File: config.mk
export PLATFORM = sky130hd
export DESIGN_NAME = vec_mem_arbiter
export DESIGN_NICKNAME = d
export VERILOG_FILES = /design/src/rtl/vec_mem_pkg.sv /design/src/rtl/vec_id_fifo.sv /design/src/rtl/vec_mem_arbiter.sv
export SDC_FILE = /design/constraint.sdc
export NUM_CORES = 1
export LEC_CHECK = 0
export ABC_AREA = 1
export CAP_MARGIN = 20
export CORE_AREA = 5 5 136 138
export DETAILED_ROUTE_END_ITERATION = 6
export DIE_AREA = 0 0 141 143
export HOLD_SLACK_MARGIN = 0.1
export SLEW_MARGIN = 20
export SYNTH_ARGS = -nofsm -noshare
export SYNTH_HDL_FRONTEND = slang
export SYNTH_SLANG_ARGS = --single-unit
File: constraint.sdc
create_clock -name clk -period 9 [get_ports clk]
set_input_delay 1.35 -clock clk [delete_from_list [all_inputs] [get_ports clk]]
set_output_delay 1.35 -clock clk [all_outputs]
set_load 0.005 [all_outputs]
File: src/rtl/vec_mem_pkg.sv
// rtl/vec_mem_pkg.sv - shared ids, types and widths for the vector memory arbiter
package vec_mem_pkg;

  localparam int N_REQ_DEF = 3;
  localparam int XLEN_DEF  = 32;

  localparam int REQ_LSU_LD = 0;
  localparam int REQ_LSU_ST = 1;
  localparam int REQ_SCALAR = 2;

  typedef logic [$clog2(N_REQ_DEF)-1:0] req_id_t;

  typedef struct packed {
    logic                    we;
    logic [XLEN_DEF-1:0]     addr;
    logic [XLEN_DEF-1:0]     wdata;
    logic [XLEN_DEF/8-1:0]   be;
  } mem_beat_t;

endpackage

File: src/rtl/vec_id_fifo.sv
// rtl/vec_id_fifo.sv - in-order FIFO of requester ids for outstanding reads
module vec_id_fifo
  import vec_mem_pkg::*;
#(
  parameter int  DEPTH = 4,
  parameter type T     = req_id_t
) (
  input  logic clk,
  input  logic rst,
  input  logic push,
  input  T     push_id,
  input  logic pop,
  output logic full,
  output logic empty,
  output T     head
);

  localparam int PW = $clog2(DEPTH);
  localparam int CW = PW + 1;

  T              mem_q [DEPTH];
  T              mem_d [DEPTH];
  logic [PW-1:0] wr_ptr_q, wr_ptr_d;
  logic [PW-1:0] rd_ptr_q, rd_ptr_d;
  logic [CW-1:0] count_q, count_d;
  logic          do_push, do_pop;

  assign full  = (count_q == CW'(DEPTH));
  assign empty = (count_q == '0);
  assign head  = mem_q[rd_ptr_q];

  always_comb begin
    do_push  = push & ~full;
    do_pop   = pop & ~empty;
    mem_d    = mem_q;
    wr_ptr_d = wr_ptr_q;
    rd_ptr_d = rd_ptr_q;
    count_d  = count_q;
    if (do_push) begin
      mem_d[wr_ptr_q] = push_id;
      wr_ptr_d        = wr_ptr_q + PW'(1);
    end
    if (do_pop) begin
      rd_ptr_d = rd_ptr_q + PW'(1);
    end
    // Push and pop together leave the occupancy unchanged.
    if (do_push && !do_pop) begin
      count_d = count_q + CW'(1);
    end else if (do_pop && !do_push) begin
      count_d = count_q - CW'(1);
    end
  end

  always_ff @(posedge clk) begin
    if (rst) begin
      wr_ptr_q <= '0;
      rd_ptr_q <= '0;
      count_q  <= '0;
    end else begin
      wr_ptr_q <= wr_ptr_d;
      rd_ptr_q <= rd_ptr_d;
      count_q  <= count_d;
    end
  end

  always_ff @(posedge clk) begin
    mem_q <= mem_d;
  end

endmodule

File: src/rtl/vec_mem_arbiter.sv
// rtl/vec_mem_arbiter.sv - round-robin main-memory arbiter with burst lock
// and in-order read response routing.
module vec_mem_arbiter
  import vec_mem_pkg::*;
#(
  parameter int XLEN     = 32,
  parameter int N_REQ    = 3,
  parameter int RD_DEPTH = 4
) (
  input  logic                    clk,
  input  logic                    rst,
  input  logic [N_REQ-1:0]        req_valid,
  input  logic [N_REQ-1:0]        req_we,
  input  logic [N_REQ-1:0]        req_last,
  input  logic [N_REQ*XLEN-1:0]   req_addr,
  input  logic [N_REQ*XLEN-1:0]   req_wdata,
  input  logic [N_REQ*XLEN/8-1:0] req_be,
  output logic [N_REQ-1:0]        req_ready,
  output logic [N_REQ-1:0]        rsp_valid,
  output logic [XLEN-1:0]         rsp_data,
  output logic                    mem_req,
  output logic                    mem_we,
  output logic [XLEN-1:0]         mem_addr,
  output logic [XLEN-1:0]         mem_wdata,
  output logic [XLEN/8-1:0]       mem_be,
  input  logic                    mem_ready,
  input  logic                    mem_rvalid,
  input  logic [XLEN-1:0]         mem_rdata,
  output logic                    err
);

  localparam int IDW = $clog2(N_REQ);
  localparam int BW  = XLEN / 8;

  typedef logic [IDW-1:0] id_t;

  id_t  rr_ptr_q, rr_ptr_d;
  id_t  owner_q, owner_d;
  logic lock_q, lock_d;
  logic err_q, err_d;
  id_t  win, cand, head_id;
  logic win_found, issue, accept, push, pop;
  logic fifo_full, fifo_empty;

  // Lowest k wins, so the loop walks downward and the last hit sticks.
  always_comb begin
    win       = '0;
    win_found = 1'b0;
    cand      = '0;
    if (lock_q) begin
      win       = owner_q;
      win_found = req_valid[owner_q];
    end else begin
      for (int k = N_REQ; k >= 1; k--) begin
        cand = id_t'((int'(rr_ptr_q) + k) % N_REQ);
        if (req_valid[cand]) begin
          win       = cand;
          win_found = 1'b1;
        end
      end
    end
  end

  always_comb begin
    issue     = ~rst & win_found & (req_we[win] | ~fifo_full);
    accept    = issue & mem_ready;
    push      = accept & ~req_we[win];
    pop       = ~rst & mem_rvalid & ~fifo_empty;
    mem_req   = issue;
    mem_we    = issue & req_we[win];
    mem_addr  = issue ? req_addr[int'(win)*XLEN +: XLEN] : '0;
    mem_wdata = issue ? req_wdata[int'(win)*XLEN +: XLEN] : '0;
    mem_be    = issue ? req_be[int'(win)*BW +: BW] : '0;
    req_ready = accept ? (N_REQ'(1) << win) : '0;
    rsp_valid = pop ? (N_REQ'(1) << head_id) : '0;
    rsp_data  = (~rst & mem_rvalid) ? mem_rdata : '0;
    err       = err_q & ~rst;
  end

  always_comb begin
    rr_ptr_d = rr_ptr_q;
    lock_d   = lock_q;
    owner_d  = owner_q;
    err_d    = err_q | (mem_rvalid & fifo_empty);
    if (accept) begin
      rr_ptr_d = win;
      lock_d   = ~req_last[win];
      if (!req_last[win]) begin
        owner_d = win;
      end
    end
  end

  always_ff @(posedge clk) begin
    if (rst) begin
      rr_ptr_q <= id_t'(N_REQ - 1);
      owner_q  <= id_t'(REQ_LSU_LD);
      lock_q   <= 1'b0;
      err_q    <= 1'b0;
    end else begin
      rr_ptr_q <= rr_ptr_d;
      owner_q  <= owner_d;
      lock_q   <= lock_d;
      err_q    <= err_d;
    end
  end

  vec_id_fifo #(
    .DEPTH (RD_DEPTH),
    .T     (id_t)
  ) u_id_fifo (
    .clk     (clk),
    .rst     (rst),
    .push    (push),
    .push_id (win),
    .pop     (pop),
    .full    (fifo_full),
    .empty   (fifo_empty),
    .head    (head_id)
  );

endmodule

==> impl_metrics.ini <==
[clock_network]
clk_path_buf_depth = 2
cts_resized = 0
clock-sinks = 21
postCtsHoldBufs = 0
clkTransAtPathRegs_ps = 60
cts_root_buf = clkbuf_16
cts_max_level = 1
clk_latency_ps = 250
cts_buffers = 3
cts_setup_buffers = 0
cts_tree = built

[cells_and_area]
multi_input_area_sq_mm = 0.00236
final_cell_area_sq_mm = 0.00713
seqCellArea_sq_um = 500
drive_above_1_share_pct = 3.38
fillers = 1851
nNetsFinal = 1235
syn2layout_area_growth_pct = 113

[sta]
finalSetupViolations = 0
hold_ws_ps = 461
worst_clock_skew_ps = 1.20
tns_ps = 0
hold_viol = 0
period_needed_ps = 6380
worst_pin_slew_ps = 1000
clock.fmax_mhz = 157
timing.final.crit_share_pct = 70.9
grt_setup_unrepaired = no
worst_slack_ps = 2620
max_slew_margin_pct = 33.0
drv_slew = 0

[logic_synthesis]
yosysTopAreaCell = a21oi_1
synthesis.area_sq_mm = 0.00335
synth_area_leaders = a21oi_1, nand2_1, nor2_1, inv_1, dfxtp_1
yosysSeqAreaShare_pct = 14.9
ys_types = 29
syn_inst = 648
synth.avg_cell_area_sq_um = 5.17
synth_fp_nets = 907
yosysWarnings = 0
yosysTopAreaCellShare_pct = 22.3
ys_seq_elements = 21

[worst_setup_path]
path_cells = clkdlybuf4s50_1, inv_1, o21ai_1, nand2_2, inv_2, o21bai_4, nand2_1, o21ai_4, buf_4, nand3_2, nand3_2, nand2_2, buf_4, nor2_1, clkdlybuf4s50_1
cp_slowest_cell = buf_4
cp-start-kind = input pin
worstPathRequired_ps = 7650
arrival_ps = 5030
end_kind = output port
crit_fanout = 75
slowest_delay_ps = 630
critPathKind = input pin to output port

[global_route]
grt_first_pass_wirelength_mm = 27.7
antenna_found_initial = 3
grt_pass1_vias = 5175
grtUsageTotal_pct = 17.1
grt_use_met3_pct = 5.43
overflow = 0
gr-max-usage-layer = met2
grt_use_met1_pct = 18.8
grtUsageMet2_pct = 31.7
grt_start_max_net_pins = 76

[detailed_routing]
drcViolationCount = 0
wl_mm = 19.0
wl_per_cell_microns = 15.9
drtPass1Iterations = 6
dr.first_iter.drc_count = 267
avgViaCountPerCell = 4.40
vias = 5288
ant_nets = 0

[placement]
pre_cts_slack_ps = 2580
portBuffers = 357
place_congestion = 0.880
dpl_cell_area_sq_mm = 0.00705
dp_hpwl_mm = 15.3

[power_and_ir_drop]
clockPowerShare_pct = 4.9
p_leak_nw = 3.01
p_switching_mw = 0.998
sequentialPowerShare_pct = 7.8
power.density_mw_per_mm2 = 269
ir_drop_mv = 0.163
power_mw = 1.92
combPwrFrac_pct = 87.4
p_sw_share_pct = 52.1
p_int_mw = 0.918

[floorplanning]
coreArea_sq_mm = 0.0171
ios = 358
chipWidth_microns = 141
start_util_pct = 19.6
chipHeight_microns = 143
die-area_sq_mm = 0.0202
rows = 48

[min_path]
min_path_type = register to register

[job]
drv_cap = 0

[run_status]
status = completed
[cell usage after synthesis]
cell	number
a21oi_1	149
a21oi_2	2
a22oi_4	1
a32o_1	1
a32oi_1	1
buf_2	15
buf_4	5
buf_6	3
clkbuf_1	16
dfxtp_1	13
edfxtp_1	8
fa_1	1
ha_1	9
inv_1	72
inv_2	6
nand2_1	176
nand2_2	6
nand3_1	14
nand3_2	5
nand4_1	2
nor2_1	124
nor2_2	1
nor3_1	4
o2111ai_1	1
o21ai_0	8
o21ai_1	2
o21ai_2	1
o21bai_4	1
or2_2	1
[cell usage in the layout (no fill, tap or decap), drive strengths merged]
| cell type | synthesis | layout |
|---|---|---|
| clkinv | 0 | 1 |
| nand3 | 19 | 19 |
| ha | 9 | 9 |
| a32oi | 1 | 1 |
| edfxtp | 8 | 8 |
| o2111ai | 1 | 1 |
| nand4 | 2 | 2 |
| o21bai | 1 | 1 |
| nor3 | 4 | 4 |
| inv | 78 | 78 |
| a22oi | 1 | 1 |
| nand2 | 182 | 182 |
| nor2 | 125 | 125 |
| fa | 1 | 1 |
| clkbuf | 16 | 3 |
| or2 | 1 | 1 |
| buf | 23 | 5 |
| dfxtp | 13 | 13 |
| diode | 0 | 1 |
| a32o | 1 | 1 |
| a21oi | 151 | 151 |
| o21ai | 11 | 11 |
| clkdlybuf4s50 | 0 | 357 |
[flip-flops by register name, summed over array words and instances, names as in the netlist]
| signal | count |
|---|---|
| u_id_fifo.wr_ptr_q | 2 |
| rr_ptr_q | 2 |
| u_id_fifo.count_q | 3 |
| lock_q | 1 |
| u_id_fifo.rd_ptr_q | 2 |
| owner_q | 2 |
| u_id_fifo.mem_q | 8 |
| err_q | 1 |
[layer usage]
| layer | vias up | part of all wire (%) |
|---|---|---|
| met4 | 4 | 2.4 |
| li1 | 2701 | - |
| met2 | 250 | 50 |
| met5 | - | 0.14 |
| met1 | 2305 | 38 |
| met3 | 28 | 9.2 |
[stage by stage]
step / utilization (%) / instances
after floorplan: - / 648
final: 41.8 / 1201
after global placement: 41.3 / 1196
after detailed placement: 41.3 / 1196
after CTS: 41.8 / 1200
after global routing: 41.8 / 1201
[final timing paths]
| kind | start | slack [ps] | end | depth (start not counted) |
|---|---|---|---|---|
| setup reg to reg | rr_ptr_q[0] | 5230 | u_id_fifo.count_q[1] | 21 |
| hold / removal | err_q | 460 | err_q | 2 |
| hold reg to reg | err_q | 460 | err_q | 2 |
| setup / recovery | req_valid[2] | 2620 | mem_wdata[3] | 15 |
[cells by family after synthesis]
| kind of cell | synth area share (%) |
|---|---|
| flops | 14.9 |
| simple gates | 39.7 |
| buf+inv | 14.9 |
| compound gates | 26.6 |
| fa+ha+maj | 3.96 |
[cell type report]
| cell class | instances | share of cell area, % |
|---|---|---|
| Multi-Input combinational cell | 510 | 33.1 |
| Timing Repair Buffer | 362 | 50.6 |
| Antenna cell | 1 | 0.0351 |
| Tap cell | 225 | 3.95 |
| Sequential cell | 21 | 7.02 |
| Inverter | 78 | 4.11 |
| Clock buffer | 3 | 1.05 |
| Clock inverter | 1 | 0.0702 |
[power groups by stage]
stage               clock network, mW  logic (mW)  registers, mW
finish                         0.0933        1.67          0.149
global route                    0.100        1.87          0.152
CTS                            0.0948        1.70          0.149
global placement                    0        1.69          0.151
floorplan                           0       0.994          0.146
detailed placement                  0        1.68          0.152
[worst max-delay path, delay by kind of cell]
family          cells  cell delay (ps)
simple gates        6             1050
buf+inv             6             2250
compound gates      3              310
Power figures use the tool's default switching activity.
